`src/rtl/lsu_pkg.sv`:
```
// Shared definitions for the load/store execution unit: FSM states, op flag
// positions, access sizes, exception causes and small decode helpers.
package lsu_pkg;

    localparam int LSU_XLEN   = 64;
    localparam int LSU_ADDR_W = 32;
    localparam int NUM_OPS    = 11;

    typedef enum logic [2:0] {
        ST_IDLE = 3'd0,
        ST_REQ  = 3'd1,
        ST_WAIT = 3'd2,
        ST_WB   = 3'd3,
        ST_EXC  = 3'd4
    } state_e;

    localparam int OP_LB  = 0;
    localparam int OP_LH  = 1;
    localparam int OP_LW  = 2;
    localparam int OP_LBU = 3;
    localparam int OP_LHU = 4;
    localparam int OP_LWU = 5;
    localparam int OP_LD  = 6;
    localparam int OP_SB  = 7;
    localparam int OP_SH  = 8;
    localparam int OP_SW  = 9;
    localparam int OP_SD  = 10;

    typedef enum logic [1:0] {
        SZ_B = 2'd0,
        SZ_H = 2'd1,
        SZ_W = 2'd2,
        SZ_D = 2'd3
    } size_e;

    localparam logic [1:0] EXC_MISALIGN = 2'b01;
    localparam logic [1:0] EXC_ILLEGAL  = 2'b10;

    // More than one flag set: clearing the lowest set bit leaves something.
    function automatic logic multi_flag(input logic [NUM_OPS-1:0] f);
        return (f & (f - 11'd1)) != 11'd0;
    endfunction

    function automatic logic [1:0] flags_size(input logic [NUM_OPS-1:0] f);
        logic [1:0] sz;
        if (f[OP_LB] || f[OP_LBU] || f[OP_SB]) begin
            sz = SZ_B;
        end else if (f[OP_LH] || f[OP_LHU] || f[OP_SH]) begin
            sz = SZ_H;
        end else if (f[OP_LW] || f[OP_LWU] || f[OP_SW]) begin
            sz = SZ_W;
        end else begin
            sz = SZ_D;
        end
        return sz;
    endfunction

    function automatic logic misaligned(input logic [1:0] sz, input logic [2:0] off);
        logic m;
        case (sz)
            SZ_B:    m = 1'b0;
            SZ_H:    m = off[0];
            SZ_W:    m = |off[1:0];
            SZ_D:    m = |off;
            default: m = 1'b0;
        endcase
        return m;
    endfunction

endpackage

```
`src/rtl/lsu_align.sv`:
```
// Byte-lane steering for one doubleword bus: store byte enables and data shift,
// and load extraction with sign or zero extension.
module lsu_align import lsu_pkg::*; #(
    parameter int XLEN = LSU_XLEN
) (
    input  logic [1:0]      size,
    input  logic [2:0]      off,
    input  logic            is_unsigned,
    input  logic [XLEN-1:0] st_data,
    input  logic [XLEN-1:0] ld_data,
    output logic [7:0]      be,
    output logic [XLEN-1:0] wdata,
    output logic [XLEN-1:0] ld_result
);

    logic [XLEN-1:0] x_s;

    // Lane shift both ways, then pick width and extension by access size
    always_comb begin
        x_s       = ld_data >> {off, 3'b000};
        wdata     = st_data << {off, 3'b000};
        be        = 8'h00;
        ld_result = {XLEN{1'b0}};
        case (size)
            SZ_B: begin
                be        = 8'h01 << off;
                ld_result = {{(XLEN-8){x_s[7] & ~is_unsigned}}, x_s[7:0]};
            end
            SZ_H: begin
                be        = 8'h03 << off;
                ld_result = {{(XLEN-16){x_s[15] & ~is_unsigned}}, x_s[15:0]};
            end
            SZ_W: begin
                be        = 8'h0F << off;
                ld_result = {{(XLEN-32){x_s[31] & ~is_unsigned}}, x_s[31:0]};
            end
            SZ_D: begin
                be        = 8'hFF;
                ld_result = x_s;
            end
            default: begin
                be        = 8'h00;
                ld_result = {XLEN{1'b0}};
            end
        endcase
    end

endmodule

```
`src/rtl/lsu_ctrl.sv`:
```
// Load/store execution unit: one decoded memory op at a time, address generation,
// alignment check, valid/ready memory request and load writeback.
module lsu_ctrl import lsu_pkg::*; #(
    parameter int XLEN   = LSU_XLEN,
    parameter int ADDR_W = LSU_ADDR_W
) (
    input  logic              clk,
    input  logic              rst_n,
    input  logic              dec_valid,
    output logic              dec_ready,
    input  logic [10:0]       op_flags,
    input  logic [4:0]        rd,
    input  logic [11:0]       imm,
    input  logic [XLEN-1:0]   rs1_val,
    input  logic [XLEN-1:0]   rs2_val,
    output logic              mem_req_valid,
    input  logic              mem_req_ready,
    output logic              mem_we,
    output logic [ADDR_W-1:0] mem_addr,
    output logic [7:0]        mem_be,
    output logic [XLEN-1:0]   mem_wdata,
    input  logic              mem_rvalid,
    input  logic [XLEN-1:0]   mem_rdata,
    output logic              wb_valid,
    output logic [4:0]        wb_rd,
    output logic [XLEN-1:0]   wb_data,
    output logic              exc_valid,
    output logic [1:0]        exc_cause,
    output logic [ADDR_W-1:0] fault_addr
);

    state_e            state_r, state_nxt_s;
    logic              accept_s, illegal_s, misalign_s, store_s, unsigned_s;
    logic [1:0]        size_s, size_r, al_size_s;
    logic [2:0]        off_r, al_off_s;
    logic              unsigned_r, al_uns_s;
    logic [4:0]        rd_r;
    logic [ADDR_W-1:0] ea_s;
    logic [7:0]        be_s;
    logic [XLEN-1:0]   st_shift_s, ld_fmt_s;
    logic              unused_s;

    assign dec_ready = (state_r == ST_IDLE);
    assign unused_s  = ^rs1_val[XLEN-1:ADDR_W];

    // Address generation and op decode from the decoder inputs
    always_comb begin
        ea_s       = rs1_val[ADDR_W-1:0] + {{(ADDR_W-12){imm[11]}}, imm};
        accept_s   = dec_valid && dec_ready && (op_flags != 11'd0);
        illegal_s  = multi_flag(op_flags);
        size_s     = flags_size(op_flags);
        misalign_s = misaligned(size_s, ea_s[2:0]);
        store_s    = |op_flags[OP_SD:OP_SB];
        unsigned_s = op_flags[OP_LBU] | op_flags[OP_LHU] | op_flags[OP_LWU];
    end

    // Stores are steered at accept time; loads are formatted later from the latched op
    always_comb begin
        if (state_r == ST_IDLE) begin
            al_size_s = size_s;
            al_off_s  = ea_s[2:0];
            al_uns_s  = unsigned_s;
        end else begin
            al_size_s = size_r;
            al_off_s  = off_r;
            al_uns_s  = unsigned_r;
        end
    end

    lsu_align #(.XLEN(XLEN)) u_align (
        .size        (al_size_s),
        .off         (al_off_s),
        .is_unsigned (al_uns_s),
        .st_data     (rs2_val),
        .ld_data     (mem_rdata),
        .be          (be_s),
        .wdata       (st_shift_s),
        .ld_result   (ld_fmt_s)
    );

    // FSM state register
    always_ff @(posedge clk or negedge rst_n) begin
        if (!rst_n) begin
            state_r <= ST_IDLE;
        end else begin
            state_r <= state_nxt_s;
        end
    end

    // FSM next-state logic
    always_comb begin
        state_nxt_s = state_r;
        case (state_r)
            ST_IDLE: begin
                if (accept_s) begin
                    state_nxt_s = (illegal_s || misalign_s) ? ST_EXC : ST_REQ;
                end else begin
                    state_nxt_s = ST_IDLE;
                end
            end
            ST_REQ: begin
                if (mem_req_ready) begin
                    state_nxt_s = mem_we ? ST_IDLE : ST_WAIT;
                end else begin
                    state_nxt_s = ST_REQ;
                end
            end
            ST_WAIT: begin
                if (mem_rvalid) begin
                    state_nxt_s = ST_WB;
                end else begin
                    state_nxt_s = ST_WAIT;
                end
            end
            ST_WB:   state_nxt_s = ST_IDLE;
            ST_EXC:  state_nxt_s = ST_IDLE;
            default: state_nxt_s = ST_IDLE;
        endcase
    end

    // Registered outputs and per-op latches
    always_ff @(posedge clk or negedge rst_n) begin
        if (!rst_n) begin
            mem_req_valid <= 1'b0;
            mem_we        <= 1'b0;
            mem_addr      <= {ADDR_W{1'b0}};
            mem_be        <= 8'h00;
            mem_wdata     <= {XLEN{1'b0}};
            wb_valid      <= 1'b0;
            wb_rd         <= 5'd0;
            wb_data       <= {XLEN{1'b0}};
            exc_valid     <= 1'b0;
            exc_cause     <= 2'b00;
            fault_addr    <= {ADDR_W{1'b0}};
            rd_r          <= 5'd0;
            size_r        <= 2'b00;
            off_r         <= 3'd0;
            unsigned_r    <= 1'b0;
        end else begin
            case (state_r)
                ST_IDLE: begin
                    if (accept_s) begin
                        rd_r       <= rd;
                        size_r     <= size_s;
                        off_r      <= ea_s[2:0];
                        unsigned_r <= unsigned_s;
                        if (illegal_s || misalign_s) begin
                            exc_valid  <= 1'b1;
                            exc_cause  <= illegal_s ? EXC_ILLEGAL : EXC_MISALIGN;
                            fault_addr <= ea_s;
                        end else begin
                            mem_req_valid <= 1'b1;
                            mem_we        <= store_s;
                            mem_addr      <= {ea_s[ADDR_W-1:3], 3'b000};
                            mem_be        <= be_s;
                            mem_wdata     <= st_shift_s;
                        end
                    end
                end
                ST_REQ: begin
                    if (mem_req_ready) begin
                        mem_req_valid <= 1'b0;
                    end
                end
                ST_WAIT: begin
                    if (mem_rvalid) begin
                        wb_valid <= (rd_r != 5'd0);
                        wb_rd    <= rd_r;
                        wb_data  <= ld_fmt_s;
                    end
                end
                ST_WB:  wb_valid  <= 1'b0;
                ST_EXC: exc_valid <= 1'b0;
                default: begin
                    mem_req_valid <= 1'b0;
                    wb_valid      <= 1'b0;
                    exc_valid     <= 1'b0;
                end
            endcase
        end
    end

endmodule

```
`config.mk`:
```
export PLATFORM = sky130hd
export DESIGN_NAME = lsu_ctrl
export DESIGN_NICKNAME = d
export VERILOG_FILES = /design/src/rtl/lsu_pkg.sv /design/src/rtl/lsu_align.sv /design/src/rtl/lsu_ctrl.sv
export SDC_FILE = /design/constraint.sdc
export NUM_CORES = 1
export LEC_CHECK = 0
export CORE_ASPECT_RATIO = 2
export CORE_MARGIN = 1.5
export CORE_UTILIZATION = 47
export CTS_CLUSTER_SIZE = 20
export DETAILED_ROUTE_END_ITERATION = 10
export GPL_TIMING_DRIVEN = 0
export PLACE_DENSITY = 0.87
export SETUP_SLACK_MARGIN = 0.4
export SYNTH_ARGS = -nofsm -noshare
export SYNTH_HDL_FRONTEND = slang
export SYNTH_SLANG_ARGS = --single-unit
```
`constraint.sdc`:
```
create_clock -name clk -period 3.3 [get_ports clk]
set_clock_uncertainty 0.15 [all_clocks]
set_input_delay 0.66 -clock clk [delete_from_list [all_inputs] [get_ports clk]]
set_output_delay 0.66 -clock clk [all_outputs]
set_load 0.01 [all_outputs]
```
# --- Word-level counts from Yosys, hierarchy flattened ---
# Index checks and enable logic that the tools add are counted.
# W data, S select, Z words.
word_totals:
  out_inout_bits: 212
  wordCells: 102
  input_bits: 225
  reg_bits: 222
classes:
  muxes: 25
  shift: 5
  add_sub_neg: 2
  n_eq_ne: 15
  n_reduce_logical: 28
  bitwise_logic: 11
op_table:
  columns: ["operator", "count"]
  rows:
  - ["$pmux W64 S4", 1]
  - ["$shl A64 B6 Y64", 1]
  - ["$shr A64 B6 Y64", 1]
  - ["$add A32 B32 Y32", 1]
  - ["$pmux W8 S4", 1]
  - ["$reduce_bool A11 Y1", 2]
  - ["$mux W2", 6]
  - ["$reduce_or A3 Y1", 4]
  - ["$and A11 B11 Y11", 1]
  - ["$sub A11 B1 Y11 const B", 1]
  - ["$mux W1", 9]
  - ["$mux W3", 3]
  - ["$pmux W3 S3", 1]
  - ["$reduce_and A3 Y1", 3]
  - ["$eq A2 B2 Y1 const B", 4]
  - ["$shl A1 B3 Y8 const A", 1]
  - ["$shl A2 B3 Y8 const A", 1]
  - ["$shl A4 B3 Y8 const A", 1]
  - ["$logic_or A1 B1 Y1", 7]
  - ["$eq A3 B2 Y1 const B", 2]
  - ["$ne A2 B2 Y1 const B", 3]
  - ["$reduce_and A2 Y1", 3]
  - ["$not A1 Y1", 5]
  - ["$reduce_bool A5 Y1", 1]
  - ["15 further kinds", 23]

# --- Logic depth before layout (Yosys ltp) ---
depth:
  depth_word: 11
  ltp_mapped: 14
  ltp_nobuf: 12

# --- Modules after synthesis ---
# Synthesis repeated with hierarchy kept, for this count alone.
unflattened:
  hier_cells: 1410
  hier_area_um2: 14915.6
by_module_without_submodules:
  columns: ["module", "area_each_um2", "n_inst", "cells_each", "seq_area_each_um2"]
  rows:
  - ["lsu_ctrl", 10490.1, 1, 866, 5555.3]
  - ["lsu_align", 4425.5, 1, 544, 0.0]

# --- Worst setup path after synthesis ---
# OpenSTA, ideal clock, no wires.
synth_path:
  kind: "input to register"
  start: "input op_flags[0]"
  end: "register wb_data[16]"
  arrival_ns: 2.904
  setup_ns: 0.077
  path_buffers: 1
  path_slack_ns: 0.169
  cell_stages: 11
  required_ns: 3.073
  cell_sequence: "or3_1 nand2b_1 o21ai_0 ha_1 clkbuf_1 nor2_1 nor2_1 nand2_1 nor2_1 a31oi_1 a21oi_1"
synth_between:
  elab_chain_cells: 6
  elab_cells_between_ends: 9
  cone_classes: "eq/ne (3); mux (3); reduce/logical (3)"
synth_lines:
  columns: ["item", "line_no", "rtl"]
  rows:
  - ["start: declaration", "lsu_ctrl.sv:11", "input logic [10:0] op_flags,"]
  - ["$logic_or A1 B1 Y1 (*) (2 in a row)", "lsu_pkg.sv:46", "if (f[OP_LB] || f[OP_LBU] || f[OP_SB]) begin"]
  - ["$mux W2 (*)", "lsu_pkg.sv:46", null]
  - ["$mux W2 (*)", "lsu_ctrl.sv:59", "if (state_r == ST_IDLE) begin"]
  - ["$eq A2 B2 Y1, or another cell as far along", "lsu_align.sv:24", "case (size)"]
  - ["$pmux W64 S4 (*)", "lsu_align.sv:24", null]
  - ["end signal: assignment", "lsu_ctrl.sv:131", "wb_data <= {XLEN{1'b0}};"]
  - ["end signal: assignment", "lsu_ctrl.sv:169", "wb_data <= ld_fmt_s;"]
  - ["end: declaration", "lsu_ctrl.sv:26", "output logic [XLEN-1:0] wb_data,"]
# Mark *: on every way between the ends. The rest lies on a longest branch, timed or not. The select of a mux whose other input is x is not followed.
# A chain may end at the register's enable or synchronous reset.

# --- Final worst setup path ---
layout_path:
  start: "input imm[0]"
  end: "register fault_addr[28]"
layout_between:
  elab_chain_cells: 5
  elab_cells_between_ends: 6
  cone_classes: "add/sub (1); mux (1); reduce/logical (4)"
layout_lines:
  columns: ["item", "line_no", "rtl"]
  rows:
  - ["start: declaration", "lsu_ctrl.sv:13", "input logic [11:0] imm,"]
  - ["$add A32 B32 Y32 (*)", "lsu_ctrl.sv:48", "ea_s = rs1_val[ADDR_W-1:0] + {{(ADDR_W-12){imm[11]}}, imm};"]
  - ["$reduce_or A3 Y1 / $reduce_or A2 Y1 (equally long branches)", "lsu_pkg.sv:64, lsu_pkg.sv:63", null]
  - ["$pmux W1 S4", "lsu_pkg.sv:60", "case (sz)"]
  - ["$logic_or A1 B1 Y1", "lsu_ctrl.sv:147", "if (illegal_s || misalign_s) begin"]
  - ["$reduce_and A3 Y1 (no source line)", null, null]
  - ["end signal: assignment", "lsu_ctrl.sv:134", "fault_addr <= {ADDR_W{1'b0}};"]
  - ["end signal: assignment", "lsu_ctrl.sv:150", "fault_addr <= ea_s;"]
  - ["end: declaration", "lsu_ctrl.sv:29", "output logic [ADDR_W-1:0] fault_addr"]
# Mark *: on every way between the ends. The rest lies on a longest branch, timed or not.

==> flow_summary.yaml <==
critical_path:
  cp-start-kind: "input port"
  path_class: "in -> reg"
  cpPeakStageDelay_ps: 420
  critPathTopFamily: "simple AND/OR/NAND/NOR gates"
  end_kind: "flip-flop"
  cp_max_fo: 7
  path_buf_inv: 5
  cp_data_arrival_time_ps: 3520
  cp_slowest_cell: "o211ai_1"
  path_cells: "buf_6 -> ha_4 -> inv_2 -> fa_2 -> buf_12 -> xor2_4 -> o21ai_2 -> a21oi_2 -> o211ai_1 -> or2b_4 -> buf_8 -> buf_12 -> nor3_2 -> a221oi_4 -> nand3_2"
  required_ps: 3650
  path_common_cell: "buf_12"
final_layout:
  area_growth_pct: 61.7
  layoutNonFillerInstCount: 2494
  layout.nets: 2374
  post-route-util_pct: 77.4
  final_layout_size_suffix_gt1_share_pct: 24.8
  fillers: 1852
grt:
  grtUsageTotal_pct: 44.5
  grt_pass1_vias: 16000
  grt_max_degree: 123
  antenna_found_initial: 7
  grt_pass1_wl_um: 98000
  grt-ovfl-total: 0
placed_design:
  dpl.hpwl_um: 49700
  gp_congestion: 1.02
  portBuffers: 401
  dp.cells: 2360
detailed_routing:
  initialDrtViolationCount: 1852
  wl_um: 71800
  drtAntennaViolNets: 0
  route.vias.total: 16200
  wl_per_cell_um: 28.8
  firstDrtPassIters: 6
  remaining_drc_errors: 0
  via_per_inst: 6.50
power:
  vdd_ir_drop_max_mv: 0.629
  power_leakage_nw: 9.25
  p_per_area_mw_per_mm2: 740
  p_seq_share_pct: 25.0
  combPwrFrac_pct: 56.7
  internal_power_w: 0.00939
  switchingPower_w: 0.00675
  p_clk_share_pct: 18.4
  swShare_pct: 41.8
yosys:
  synth_async_sr_flop_share_pct: 100
  yosys.area.top_type_share_pct: 41.2
  synth_cell_types: 70
  yosys_warnings: 0
  synth_edf_count: 0
  synth_seq_area_share_pct: 41.2
  netlist_top_cells_area: "dfrtp_1 (41%), nand2_1 (9.6%), o21ai_0 (6.1%)"
  dominantRegCellSynth: "dfrtp_1"
  synthCells: 1600
  ys_ff_latch: 222
  syn_area_per_cell_sq_um: 8.43
  syn_area_sq_mm: 0.0135
  yosys.area.top_type: "dfrtp_1"
floorplan:
  fp.dieH_um: 243
  fp.dieW_um: 123
  core_sq_mm: 0.0282
  initial_core_util_pct: 47.8
  rows: 87
  ios: 437
  dieArea_sq_mm: 0.0298
clock_tree:
  clkLatencyLatePin_ps: 560
  clk_path_buf_depth: 3
  tritoncts: "done"
  htreeDepth: 1
  cts_sinks: 222
  cts.clk_slew.worst_paths_ps: 70
  cts_made_buffers: 23
  cts_root_buffer: "clkbuf_16"
  holdBufCountCts: 0
sta:
  worstMarginPinSlew_ps: 802
  finalMaxSlewViolations: 0
  fmax_mhz: 316
  rsz0062_at_grt: "yes"
  setup_violations: 0
  maxSlewHeadroom_pct: 46.5
  finalHoldViolations: 0
  timing.final.crit_share_pct: 95.9
  period_needed_ps: 3170
min_path:
  hp-class: "in -> async"
run:
  drv_cap: 0
status:
  run_status: "complete, no violations"
sequential cells by signal (all words and copies together), names as in the netlist:
signal	count
mem_be	8
mem_we	1
unsigned_r	1
rd_r	5
exc_cause	2
mem_wdata	64
fault_addr	32
off_r	3
wb_valid	1
wb_data	64
wb_rd	5
state_r	3
mem_addr	29
size_r	2
mem_req_valid	1
exc_valid	1
synthesized netlist by cell type (all sizes together), types with 8 or more instances:
cell and number:
o21ai 167, a311oi 8, a21o 13, nand3 59, and3 21, dfrtp 222
o31ai 19, xor2 14, nor2 101, xnor2 15, inv 12, nand2b 9
a21oi 144, ha 35, o22a 17, a211oi 12, mux2i 82, mux2 49
a31oi 29, nand2 348, or2 14, clkbuf 53, nor3 19, buf 61
worst reg2reg max path: stages (launching register included):
cell	delay, ps
dfrtp_1	370
buf_6	130
o31ai_1	540
o21ai_2	210
buf_4	250
buf_2	240
clkbuf_2	270
o21ai_1	490
nand2_1	170
a21oi_2	160
final timing paths:
check                         startpoint             end  slack [ps]  cells after the start
setup reg to reg              state_r[0]     wb_data[47]         240                      9
setup / recovery                  imm[0]  fault_addr[28]         130                     15
hold reg to reg            mem_wdata[23]   mem_wdata[23]         330                      2
hold / removal                     rst_n  fault_addr[20]          20                      1
min in group clk           mem_wdata[23]   mem_wdata[23]         330                      2
max in group asynchronous          rst_n   mem_wdata[48]        1790                      2
placed cells by master (no fill, tap or decap), types with 17 or more instances in the layout:
cell	netlist	final
clkdlybuf4s50_1	0	378
nand2_1	345	332
dfrtp_1	222	221
o21ai_0	165	134
a21oi_1	144	95
nor2_1	99	88
buf_4	13	70
nand3_1	58	57
mux2i_1	81	45
a21oi_2	0	44
mux2_2	49	37
buf_6	1	32
clkbuf_16	0	30
a31oi_1	29	27
clkbuf_2	0	25
buf_12	0	23
mux2i_4	1	23
ha_1	35	22
and3_1	21	20
o22a_1	17	17
per-stage QoR:
stage	instance area [sq um]	total power (W)	hold WS [ps]	TNS [ps]	setup slack [ps]
CTS	20500	0.0148	54.1	0	346
finish	21800	0.0161	15.8	0	135
global route	21800	0.0165	92.6	0	143
global placement	18000	0.0108	311	-1888100	-7830
floorplan	13600	0.00747	214	0	400
detailed placement	18100	0.0109	318	-171120	-1660
area by class of cell:
cell class	count	area, sq um	area share (%)
Clock inverter	9	151	0.694
Buffer	114	1040	4.78
Inverter	12	57.6	0.264
Sequential cell	222	5560	25.5
Clock buffer	33	683	3.13
Multi-Input combinational cell	1254	8870	40.7
Tap cell	356	445	2.04
Antenna cell	8	20.0	0.0918
Timing Repair Buffer	486	4990	22.9
power groups by stage:
stage               Combinational (W)  Clock [W]  Sequential, W
floorplan                     0.00327          0        0.00420
global placement              0.00686          0        0.00397
detailed placement            0.00691          0        0.00399
CTS                           0.00785    0.00293        0.00396
global route                  0.00943    0.00304        0.00407
finish                        0.00915    0.00296        0.00403
cell families (layout without fill, tap and decap cells):
family / Yosys count / in the layout / share of synthesized area (%)
flip-flops: 222 / 222 / 41.2
buffers and inverters: 126 / 654 / 4.28
adder cells (fa/ha/maj): 37 / 37 / 3.47
XOR/XNOR: 29 / 29 / 1.88
multiplexers: 131 / 131 / 10.3
other: 1 / 11 / 0.0278
AO/OA/AOI/OAI: 451 / 451 / 19.6
AND/OR/NAND/NOR: 603 / 603 / 19.3
repair_timing:
action / 4_1_cts / 5_1_grt
gates resized for setup: 320 / 253
buffers inserted: 46 / 25
gates cloned: 6 / 7
endpoints found under the setup margin: 206 / 186
pin swaps: 37 / 63
metal layers:
layer | global-route usage, % | vias up | part of all wire (%)
li1 | - | 6705 | -
met1 | 45.5 | 7702 | 31
met2 | 74.2 | 1348 | 47
met3 | 9.56 | 462 | 10
met4 | 39.6 | 0 | 12
met5 | 0 | - | 0
No activity file was read; power rests on OpenSTA's default activity.
